File: src/rtl/load_store_unit.sv
// Memory access stage: one byte/halfword/word load or store per start over a
// req/ack bus, with alignment checking, lane steering, load extension and timeout.
module load_store_unit #(
    parameter int TIMEOUT_CYCLES = 255
) (
    input  logic        clock,
    input  logic        reset,
    input  logic        start,
    input  logic        memWrite,
    input  logic [2:0]  memOp,
    input  logic [31:0] address,
    input  logic [31:0] storeData,
    output logic        busy,
    output logic        done,
    output logic [31:0] loadData,
    output logic        addrError,
    output logic        busError,
    output logic        memReq,
    output logic        memWe,
    output logic [31:0] memAddr,
    output logic [3:0]  memByteEn,
    output logic [31:0] memWdata,
    input  logic [31:0] memRdata,
    input  logic        memAck
);

    typedef enum logic [1:0] {IDLE, ACCESS, RESP} state_t;

    localparam logic [15:0] LAST_COUNT = 16'(TIMEOUT_CYCLES - 1);

    state_t      state_reg;
    logic [15:0] count_reg;
    logic [2:0]  op_reg;
    logic [1:0]  offset_reg;

    logic        op_legal;
    logic        misaligned;
    logic [3:0]  lanes;
    logic [31:0] wdata;
    logic [7:0]  byte_sel;
    logic [15:0] half_sel;
    logic [31:0] load_ext;

    // Request decode from the live inputs; only used in IDLE when start is high.
    always_comb begin
        op_legal   = 1'b0;
        misaligned = 1'b0;
        lanes      = 4'b0000;
        wdata      = '0;
        case (memOp[1:0])
            2'b00: begin
                op_legal = !(memWrite && memOp[2]);
                lanes    = 4'b0001 << address[1:0];
                wdata    = {4{storeData[7:0]}};
            end
            2'b01: begin
                op_legal   = !(memWrite && memOp[2]);
                misaligned = address[0];
                lanes      = address[1] ? 4'b1100 : 4'b0011;
                wdata      = {2{storeData[15:0]}};
            end
            2'b11: begin
                op_legal   = !memOp[2];
                misaligned = |address[1:0];
                lanes      = 4'b1111;
                wdata      = storeData;
            end
            default: ;
        endcase
        if (!memWrite) begin
            wdata = '0;
        end
    end

    // Extraction uses the latched op and byte offset, not the live inputs.
    always_comb begin
        byte_sel = memRdata[{offset_reg, 3'b000} +: 8];
        half_sel = offset_reg[1] ? memRdata[31:16] : memRdata[15:0];
        case (op_reg)
            3'b000:  load_ext = {{24{byte_sel[7]}}, byte_sel};
            3'b001:  load_ext = {{16{half_sel[15]}}, half_sel};
            3'b011:  load_ext = memRdata;
            3'b100:  load_ext = {24'h000000, byte_sel};
            3'b101:  load_ext = {16'h0000, half_sel};
            default: load_ext = '0;
        endcase
    end

    assign busy   = ((state_reg == IDLE) && start) || (state_reg == ACCESS);
    assign memReq = (state_reg == ACCESS);

    always_ff @(posedge clock) begin
        if (reset) begin
            state_reg  <= IDLE;
            count_reg  <= '0;
            op_reg     <= '0;
            offset_reg <= '0;
            done       <= 1'b0;
            addrError  <= 1'b0;
            busError   <= 1'b0;
            loadData   <= '0;
            memWe      <= 1'b0;
            memAddr    <= '0;
            memByteEn  <= '0;
            memWdata   <= '0;
        end else begin
            case (state_reg)
                IDLE: begin
                    done      <= 1'b0;
                    addrError <= 1'b0;
                    busError  <= 1'b0;
                    if (start) begin
                        if (!op_legal || misaligned) begin
                            state_reg <= RESP;
                            done      <= 1'b1;
                            addrError <= 1'b1;
                            loadData  <= '0;
                        end else begin
                            state_reg  <= ACCESS;
                            count_reg  <= '0;
                            op_reg     <= memOp;
                            offset_reg <= address[1:0];
                            memWe      <= memWrite;
                            memAddr    <= {address[31:2], 2'b00};
                            memByteEn  <= lanes;
                            memWdata   <= wdata;
                        end
                    end
                end
                ACCESS: begin
                    // An ack in the final counted cycle still completes normally.
                    if (memAck) begin
                        state_reg <= RESP;
                        done      <= 1'b1;
                        loadData  <= memWe ? 32'h0 : load_ext;
                    end else if (count_reg == LAST_COUNT) begin
                        state_reg <= RESP;
                        done      <= 1'b1;
                        busError  <= 1'b1;
                        loadData  <= '0;
                    end else begin
                        count_reg <= count_reg + 16'd1;
                    end
                end
                RESP: begin
                    state_reg <= IDLE;
                    done      <= 1'b0;
                    addrError <= 1'b0;
                    busError  <= 1'b0;
                end
                default: state_reg <= IDLE;
            endcase
        end
    end

endmodule

File: config.mk
export PLATFORM = sky130hd
export DESIGN_NAME = load_store_unit
export DESIGN_NICKNAME = d
export VERILOG_FILES = /design/src/rtl/load_store_unit.sv
export SDC_FILE = /design/constraint.sdc
export NUM_CORES = 1
export LEC_CHECK = 0
export CAP_MARGIN = 20
export CORE_UTILIZATION = 40
export CTS_CLUSTER_SIZE = 10
export DETAILED_ROUTE_END_ITERATION = 16
export PLACE_DENSITY_LB_ADDON = 0.15
export RECOVER_POWER = 50
export SLEW_MARGIN = 40
export SYNTH_ARGS = -nofsm -noshare
export SYNTH_HDL_FRONTEND = slang
export SYNTH_SLANG_ARGS = --single-unit
File: constraint.sdc
create_clock -name clock -period 1.85 [get_ports clock]
set_input_delay 0.185 -clock clock [delete_from_list [all_inputs] [get_ports clock]]
set_output_delay 0.185 -clock clock [all_outputs]
set_load 0.1 [all_outputs]
* Yosys cells after proc, flatten, opt, wreduce, memory -nomap -nowiden *
Cells that the tools add are included.

word-level totals
  flip-flop bits (word level) = 125
  logic and storage cells = 87
  output and inout port bits = 106

cells by class
  bitwise logic cells = 1
  multiplexer cells = 32
  add/sub/neg operators = 1
  reduce and logical (&&, ||, !) cells = 23
  eq/ne operators = 16
  shifts and indexed selects = 2

operators by type and width
  kind                                                                     count
  32-bit two-way mux                                                       6
  32-bit case mux with 5 select lines                                      1
  32-bit case mux with 3 select lines                                      1
  16-bit two-way mux                                                       5
  32-bit case mux with 2 select lines                                      1
  16-bit case mux with 2 select lines                                      1
  32-bit by 6-bit indexed part select with 8-bit output                    1
  16-bit by 1-bit adder with 16-bit output (second input constant)         1
  16-bit by 8-bit equality test with 1-bit output (second input constant)  1
  4-bit case mux with 3 select lines                                       1
  2-bit two-way mux                                                        4
  2-bit != test (second input constant)                                    4
  1-bit case mux with 2 select lines                                       4
  3-bit equality test (second input constant)                              2
  3-bit AND reduction                                                      2
  2-bit nonzero test                                                       3
  2-bit OR reduction                                                       3
  1-bit two-way mux                                                        5
  5-bit AND reduction                                                      1
  2-bit by 1-bit equality test with 1-bit output (second input constant)   2
  2-bit equality test (second input constant)                              2
  2-bit zero test                                                          2
  4-bit two-way mux                                                        1
  2-bit by 1-bit != test with 1-bit output (second input constant)         2
  14 further kinds                                                         19

* Longest topological paths before layout *
Gate-level depths: netlist of the first run.

  depth after elaboration = 8
  gate-level depth with buffers = 9
  mapped depth without buffers = 7

* Least setup slack after synthesis of the first run *
OpenSTA, ideal clock, no wires.

  kind = register to output
  start point = register state_reg[1]
  end point = output port busy
  arrival = 2.336 ns
  stages on the path, launching flop included = 6
  data required time = 1.665 ns
  slack = -0.671 ns
  path buffers = 1
  cell sequence = dfxtp_1 inv_1 ha_1 clkbuf_1 inv_1 nand2_1

RTL lines
  element                                         line  source
  start: declaration                              31    state_t state_reg;
  start signal: assignment                        94    state_reg <= IDLE;
  start signal: assignment                        114   state_reg <= RESP;
  start signal: assignment                        119   state_reg <= ACCESS;
  2-bit by 1-bit equality test with 1-bit output  -
  named net memReq                                18    output logic memReq,
  1-bit logical OR                                89    assign busy = ((state_reg == IDLE) && start) || (state_reg == ACCESS);
  end: declaration                                13    output logic busy,

The timed path passes the listed nets, and every way through them passes these cells.

* Final worst setup path of the first run *
  start point = register count_reg[0]
  end point = register loadData[19]

between the ends
  cells in the longest elaborated chain, start to end = 3

RTL lines
  element                                             line  source
  start: declaration                                  32    logic [15:0] count_reg;
  start signal: assignment                            142   count_reg <= count_reg + 16'd1;
  16-bit by 8-bit equality test with 1-bit output     136   end else if (count_reg == LAST_COUNT) begin
  3-bit by 1-bit != test with 1-bit output (no line)  -
  4-bit AND reduction (no line)                       -
  end signal: assignment                              135   loadData <= memWe ? 32'h0 : load_ext;
  end: declaration                                    15    output logic [31:0] loadData,

No other way between the ends.
A chain may end at the register's enable or synchronous reset.

==> results.cfg, run 1 <==
[synth]
synthAdderAreaFrac = 0.0125
yosysSeqAreaShare = 0.418
synth_edf_count = 0
synth_top_family_by_area = compound AO/OA/AOI/OAI gates
synth_mux_area_frac = 0.0361
ys_warn_count = 0
syn_area_um2 = 5990
syn_area_per_cell_um2 = 8.52
ys_ff_latch = 125
async_flop_share = 0
synth_flop_cell = dfxtp_1
yosysUniqueCellTypes = 64
synth-simple-area-share = 0.204
synth-xor-area-share = 0.0132
synth_cells = 703
synth_compound_area_frac = 0.255

[run_status]
violations = setup timing
status = finished, violations left

[floorplan]
start_util = 0.411
core_area_um2 = 14600
rows = 44
die_y_um = 124
fp.dieW_um = 124
die_area_um2 = 15500
io_pins = 210

[global_route]
grt_max_degree = 38
grt_use_total = 0.255
grt.met2_usage = 0.433
grt_pass1_wl_um = 31600
antenna_found_initial = 0
grtUsageMet1 = 0.307
grt_pass1_vias = 6235
grt_use_met3 = 0.0773
grt-ovfl-total = 0
busiest_layer = met2

[clocking]
cts.sinks = 125
ctsHtreeMaxLevel = 4
clkTransAtPathRegs_ns = 0.06
tritoncts = built
root_buffer = clkbuf_16
ctsLongestPathBuffers = 2
numCtsBuffers = 17
worst_skew_pair.late_latency_ns = 0.41

[min_path]
min-delay-start = address[27]
min_path_type = in -> reg

[power_and_ir_drop]
power.density_nw_per_um2 = 869
power.leakage_nw = 3.76
finalPower_w = 0.00836
ir_drop_mv = 0.836

[critical_path]
critPathRequiredTime_ns = 2.18
crit_family = compound AO/OA/AOI/OAI gates
path_common_cell = buf_12
critPathBufInv = 3
cp-startpoint = count_reg[0]
end_kind = register
r2r_start = count_reg[0]
crit_arrival_ns = 2.35
path_class = reg -> reg
critPathMaxFanout = 15
path_cells = inv_1 > ha_1 > and4b_1 > a41oi_2 > a221o_2 > buf_12 > buf_12 > o31ai_2
slowest_stage = a221o_2
max_stage_delay_ns = 0.42
startpoint_type = register

[placed_design]
place_ws_ns = -0.376
io_buffers = 207
hpwl_um = 14500
globalplace.congestion = 0.916

[sta]
slew_headroom = 0.600
max_freq_mhz = 496
drv_slew = 0
worstMarginPinSlew_ns = 0.600
skew_ns = 0.00568
setup_tns_ns = -4.48
timing.final.crit_share = 1.09
hold_viol_final = 0
rsz0062_at_grt = true
period_needed_ns = 2.02
fin_ws_ns = -0.168
setup_viol = 40

[final_layout]
nFillCells = 1212
diodes = 0
reg_top3 = loadData (32), memWdata (32), memAddr (30)
post-route-util = 0.660
layout.nets = 1092
syn_to_final_growth_pct = 60.6
drive_gt1_frac = 0.339

[route]
viasPerCell = 5.48
drt_wl_total_um = 20300
vias = 6456
antenna_left = 0
wl_per_cell_um = 17.2
first_pass_iters = 5
drc_errors = 0
drt_iter0_markers = 355

[flow_run]
cap_violations = 0
cell usage in the layout (no fill, tap or decap), types with 8 or more instances in the layout:
master           Yosys  final
buf_4                7    115
nor3_1              11      8
a22o_1              32     32
mux2_2              16     16
nand2_1            128    126
o31ai_2             12     15
clkbuf_16            0     22
buf_12               0     13
dfxtp_1            125    121
a21oi_1             91     85
o21ai_0             25     19
nor2_1              22     19
xor2_1               8      8
buf_6                8     13
clkdlybuf4s50_1      0    102
nand3_1             50     47
clkbuf_2             0     67
cell type report:
type                    instances  area [µm²]  share of cell area
clock buffers                  20         457              0.0475
inverters                      10        37.5             0.00390
clock inverters                12         208              0.0216
multi-input cells             510        3400               0.353
repair buffers                318        2790               0.290
flip-flops and latches        125        2510               0.261
well taps                     184         230              0.0239
where the power goes:
part | total [W] | internal (W) | switching, W | leakage [nW]
sequential | 0.00280 | 0.00276 | 0.0000411 | 1.01
clock | 0.00371 | 0.00247 | 0.00124 | 0.313
combinational | 0.00184 | 0.000736 | 0.00111 | 2.44
total | 0.00836 | 0.00597 | 0.00239 | 3.76
cell usage after synthesis, drive strengths merged (2+ instances only):
master     n  area, µm²
nand2    128        480
dfxtp    125       2500
a21oi     91        455
nand3     50        250
buf       38        249
a22o      32        280
o21ai     26        130
nor2      22       82.6
clkbuf    21       78.8
mux2      16        180
o31ai     16        180
nor3      15       95.1
inv       10       37.5
a31o       9       78.8
o22ai      9       62.6
xor2       8       70.1
a222oi     7       70.1
and2       7       43.8
nand4      7       43.8
o211ai     7       52.6
ha         6       75.1
nand2b     5       31.3
nor2b      5       31.3
o2111ai    5       43.8
or3        5       36.3
a211oi     3       35.0
a2111oi    2       36.3
and4       2       17.5
nand3b     2       15.0
nor3b      2       20.0
nor4b      2       23.8
o21a       2       15.0
o32ai      2       17.5
per-stage QoR:
step	instance area (µm²)	instances	hold WS [ns]
after floorplan	6080	704	0.311
after global placement	8600	1127	0.444
after detailed placement	8600	1127	0.450
after CTS	9440	1167	0.296
after global routing	9620	1179	0.306
final	9620	1179	0.314
worst reg2reg max path, cell delays in order (launching register included):
cell	delay, ns
dfxtp_2	0.32
inv_1	0.05
ha_1	0.14
and4b_1	0.26
a41oi_2	0.20
a221o_2	0.42
buf_12	0.17
buf_12	0.17
o31ai_2	0.22
timing repair:
item,CTS,global route
cloned,1,5
buffers inserted,7,11
gates resized for setup,26,46
hold buffers,0,0
pin swaps,8,33
endpoints found under the setup margin,110,119
per-layer routing:
layer  part of all wire  up-vias  wire (µm)
met2               0.50      210      10200
li1                   -     3105          -
met4              0.020        0        406
met5                  0        -          0
met3              0.069       33       1400
met1               0.41     3108       8340
worst paths after layout:
| path | slack (ns) | endpoint | cells past startpoint |
|---|---|---|---|
| hold reg to reg | 0.45 | memAddr[17] | 2 |
| hold / removal | 0.31 | memAddr[27] | 3 |
| setup / recovery | -0.17 | loadData[19] | 8 |
| setup reg to reg | -0.17 | loadData[19] | 8 |
kinds of logic after synthesis:
logic type | Yosys count
buf+inv | 69
compound gates | 218
mux | 18
fa+ha+maj | 6
other cells | 1
simple gates | 257
xor+xnor | 9
flops | 125
Power figures use the tool's default switching activity.
==> run 2: changes to the inputs <==
Settings changed: CAP_MARGIN 20 to not set, TNS_END_PERCENT set to 5.
==> run 2 against run 1 <==
The run still ends with setup timing left. Highest routed layer unchanged. Routed wire length is 2.0% lower. Core utilization down 2.8 points. Largest power group unchanged. Critical path type unchanged. Largest cell class unchanged. Final area down 4.3%. Non-clock buffer count decreased by 16.
==> results.cfg, run 2 (synthesis results as in run 1) <==
[final_layout]
nFillCells = 1283
layout.nets = 1076
drive_gt1_frac = 0.314
post-route-util = 0.632
diodes = 0
syn_to_final_growth_pct = 53.8
reg_top3 = loadData (32), memWdata (32), memAddr (30)
final_common_cell = nand2_1
layoutNonFillerInstCount = 1163
final_cell_mix = 126 x nand2_1, 121 x dfxtp_1, 102 x clkdlybuf4s50_1

[route]
first_pass_iters = 5
vias = 6392
drt_wl_total_um = 19900
viasPerCell = 5.50
drc_errors = 0
antenna_left = 0
wl_per_cell_um = 17.1
drt_iter0_markers = 416

[power_and_ir_drop]
power.leakage_nw = 3.59
ir_drop_mv = 0.658
power.density_nw_per_um2 = 897
finalPower_w = 0.00826

[placed_design]
place_ws_ns = -0.296
hpwl_um = 14400
globalplace.congestion = 0.899
dp.cells = 1124
io_buffers = 207

[global_route]
grt_use_met3 = 0.0760
grt.met2_usage = 0.425
grt_pass1_wl_um = 31800
antenna_found_initial = 0
grt_pass1_vias = 6190
grt_max_degree = 43
busiest_layer = met2
grt_use_total = 0.257
grt-ovfl-total = 0
grtUsageMet1 = 0.315

[sta]
slew_headroom = 0.560
drv_slew = 0
max_freq_mhz = 510
skew_ns = 0.00705
fin_ws_ns = -0.111
timing.final.crit_share = 1.06
setup_viol = 33
rsz0062_at_grt = true
hold_viol_final = 0
period_needed_ns = 1.96
worstMarginPinSlew_ns = 0.659

[floorplan]
rows = 44
die_y_um = 124
die_area_um2 = 15500
core_area_um2 = 14600
start_util = 0.411
io_pins = 210
fp.dieW_um = 124

[clocking]
cts_hold_buf = 0
worst_skew_pair.late_latency_ns = 0.42
tritoncts = built
ctsLongestPathBuffers = 2
clkTransAtPathRegs_ns = 0.06
numCtsBuffers = 17
cts.sinks = 125
ctsHtreeMaxLevel = 4
root_buffer = clkbuf_16

[min_path]
min_path_type = in -> reg
min_path_cells = 3

[critical_path]
max_stage_delay_ns = 0.39
startpoint_type = register
crit_arrival_ns = 2.27
path_class = reg -> reg
critPathRequiredTime_ns = 2.16
slowest_stage = a221o_2
reg2regPathDepth = 8
path_cells = inv_1 > ha_1 > and4b_1 > a41oi_2 > a221o_2 > buf_12 > buf_4 > a31o_1
critPathMaxFanout = 23
end_kind = register

[run_status]
status = finished, violations left
violations = setup timing

[flow_run]
cap_violations = 0
## run 2: changes by cell type in the layout (fill, tap and decap cells not counted), moves of 3 or more
cell | previous run | this run
buf_12 | 13 | 7
and2_1 | 2 | 5
clkbuf_16 | 22 | 17
buf_6 | 13 | 9
buf_4 | 115 | 95
clkbuf_2 | 67 | 86
nor3_2 | 7 | 4
nand3_1 | 47 | 50
nand3_2 | 3 | 0
nor3_1 | 8 | 11
## run 2: cell type report
| type | instances | area [µm²] | share of cell area |
|---|---|---|---|
| clock buffer | 22 | 474 | 0.0515 |
| clock inverter | 10 | 185 | 0.0201 |
| timing repair buffer | 302 | 2450 | 0.266 |
| multi-input combinational | 510 | 3330 | 0.361 |
| sequential | 125 | 2510 | 0.272 |
| inverter | 10 | 37.5 | 0.00407 |
| tap | 184 | 230 | 0.0250 |
## run 2: final timing paths
check | startpoint | slack [ns] | end
setup / recovery | count_reg[0] | -0.11 | loadData[6]
hold / removal | address[20] | 0.31 | memAddr[20]
setup reg to reg | count_reg[0] | -0.11 | loadData[6]
hold reg to reg | memWdata[27] | 0.45 | memWdata[27]
## run 2: metal layers
metal,vias to the layer above,part of all wire
li1,3064,-
met1,3086,0.43
met2,208,0.49
met3,34,0.063
met4,0,0.019
met5,-,0
## run 2: repair_timing
| action | 4_1_cts | 5_1_grt |
|---|---|---|
| endpoints found under the setup margin | 117 | 102 |
| resized for setup | 13 | 28 |
| gates cloned | 1 | 0 |
| endpoints found under the hold margin | 0 | 0 |
| pin swaps | 6 | 5 |
| setup buffers | 6 | 0 |
## run 2: power by group
| group | internal (W) | switching [W] | total (W) |
|---|---|---|---|
| clock network | 0.00250 | 0.00123 | 0.00373 |
| logic | 0.000652 | 0.00108 | 0.00173 |
| registers | 0.00276 | 0.0000425 | 0.00280 |
| total | 0.00591 | 0.00235 | 0.00826 |
## run 2: worst max-delay path: cells and delay by family (launching register included)
kind | cells | cell delay (ns)
AOI/OAI and AO/OA | 3 | 0.76
buffers and inverters | 3 | 0.38
adders and majority gates | 1 | 0.15
DFF | 1 | 0.31
and+or+nand+nor | 1 | 0.25
## run 2: through the flow
stage	TNS [ns]	hold slack [ns]	area, µm²
after floorplan	-0.561	0.311	6080
after global placement	-23.98	0.444	8530
after detailed placement	-27.59	0.448	8530
after CTS	-2.09	0.288	9320
after global routing	-5.37	0.301	9210
final	-2.05	0.310	9210
==> run 3: changes to the inputs <==
Settings changed: CORE_UTILIZATION 40 to 41, CTS_CLUSTER_DIAMETER set to 200.
==> run 3 against run 2 <==
The flow still finishes with violations (setup timing). Non-clock buffer count increased by 1. Core utilization increased by 3.2 points. Final cell count decreased by 0.34%. Maximum frequency decreased by 2.1%. Clock skew decreased by 0.0027 ns. Final area increased by 1.1%. Routed wire length decreased by 0.97%. Critical endpoint is now loadData[2]. Die area decreased by 2.4%.
==> results.cfg, run 3 (synthesis results as in run 1) <==
[run_status]
status = finished, violations left
violations = setup timing

[route]
dr_wl_met3_um = 1460
vias = 6389
wl_per_cell_um = 17.0
viasPerCell = 5.51
drt_iter0_markers = 454
first_pass_iters = 5
antenna_left = 0
met2_length_um = 9670
drt_wl_total_um = 19700
dr.max_layer_used = met4
wl_met1_um = 8290
drc_errors = 0

[sta]
slew_headroom = 0.551
max_freq_mhz = 499
hold-worst-slack_ns = 0.199
fin_ws_ns = -0.154
timing.final.crit_share = 1.08
drv_slew = 0
rsz0062_at_grt = true
skew_ns = 0.00431
setup_tns_ns = -3.47
hold_viol_final = 0
worstMarginPinSlew_ns = 0.674
period_needed_ns = 2.00
setup_viol = 33

[placed_design]
globalplace.congestion = 0.906
io_buffers = 207
place_ws_ns = -0.360
dpl_cell_area_um2 = 8560
hpwl_um = 13900

[final_layout]
final_cell_mix = 126 x nand2_1, 121 x dfxtp_1, 102 x clkdlybuf4s50_1
diodes = 0
syn_to_final_growth_pct = 55.5
finalInstanceArea_um2 = 9320
drive_gt1_frac = 0.322
final_common_cell = nand2_1
layout.nets = 1077
reg_top3 = loadData (32), memWdata (32), memAddr (30)
nFillCells = 1154

[floorplan]
rows = 43
fp.dieW_um = 123
start_util = 0.427
io_pins = 210
core_area_um2 = 14000
die_area_um2 = 15100
die_y_um = 123

[min_path]
worstHoldEndpoint = memWdata[29]
min_path_cells = 3
min-delay-start = reset
min_path_type = in -> reg

[critical_path]
r2r_start = count_reg[0]
end_kind = register
path_class = reg -> reg
crit_arrival_ns = 2.31
cp-startpoint = count_reg[0]
critPathMaxFanout = 8
startpoint_type = register
reg2regPathDepth = 8
critPathRequiredTime_ns = 2.16
reg2reg_to = loadData[2]
reg2reg_setup_slack_ns = -0.15

[clocking]
worst_skew_pair.late_latency_ns = 0.42
numCtsBuffers = 17
clkTransAtPathRegs_ns = 0.06
ctsLongestPathBuffers = 2
root_buffer = clkbuf_16
cts.sinks = 125
cts_hold_buf = 0
tritoncts = built
ctsHtreeMaxLevel = 4

[global_route]
grt-ovfl-total = 0
grt_max_degree = 62
grt_use_total = 0.261
grt_pass1_vias = 6208
grt_pass1_wl_um = 30700
antenna_found_initial = 0

[power_and_ir_drop]
power.leakage_nw = 3.61
ir_drop_mv = 0.669
power.density_nw_per_um2 = 850

[flow_run]
cap_violations = 0
-- run 3: cell types whose count changed in the layout (fill, tap and decap cells not counted), sizes merged --
cell / previous run / this run
clkinvlp: 4 / 5
buf: 114 / 115
clkinv: 1 / 2
bufinv: 5 / 2
-- run 3: worst max-delay path, cell delays in order, from the launching register on --
cell and delay, ns:
dfxtp_2 0.32, inv_2 0.06, ha_4 0.12, and4b_1 0.23
a41oi_2 0.15, a221o_2 0.49, buf_12 0.19, buf_12 0.13
a31o_1 0.20
-- run 3: worst max path at each step --
stage | cells past startpoint | to
6_report | 8 | loadData[2]
5_1_grt | 9 | loadData[30]
4_1_cts | 8 | loadData[3]
3_5_place_dp | 9 | loadData[28]
3_3_place_gp | 7 | memByteEn[2]
2_1_floorplan | 8 | loadData[0]
-- run 3: metal layers --
metal / up-vias / GRT usage
met3: 32 / 0.0660
li1: 3073 / -
met1: 3023 / 0.324
met4: 0 / 0.0877
met2: 261 / 0.437
met5: - / 0
-- run 3: final cells by class --
| class | instances | area, µm² | share of cell area |
|---|---|---|---|
| Clock buffer | 22 | 484 | 0.0520 |
| Clock inverter | 9 | 111 | 0.0120 |
| Inverter | 10 | 40.0 | 0.00430 |
| Multi-Input combinational cell | 510 | 3400 | 0.364 |
| Sequential cell | 125 | 2510 | 0.269 |
| Tap cell | 180 | 225 | 0.0242 |
| Timing Repair Buffer | 303 | 2550 | 0.274 |
-- run 3: per-stage QoR --
stage	cells	total power, W	utilization
2_1_floorplan	704	0.00390	-
3_3_place_gp	1118	0.00451	0.610
3_5_place_dp	1118	0.00453	0.610
4_1_cts	1151	0.00787	0.657
5_1_grt	1159	0.00818	0.663
6_report	1159	0.00791	0.663
-- run 3: power breakdown --
group	internal [W]	leakage, nW	total, W	switching, W
registers	0.00276	1.01	0.00281	0.0000438
logic	0.000678	2.32	0.00178	0.00110
clock network	0.00212	0.276	0.00333	0.00121
-- run 3: repair_timing --
| item | 4_1_cts | 5_1_grt |
|---|---|---|
| gates cloned | 0 | 2 |
| pin swaps | 3 | 20 |
| hold endpoints to repair | 0 | 0 |
| setup buffers | 2 | 5 |
| setup endpoints to repair | 103 | 118 |
| gates resized for setup | 12 | 52 |
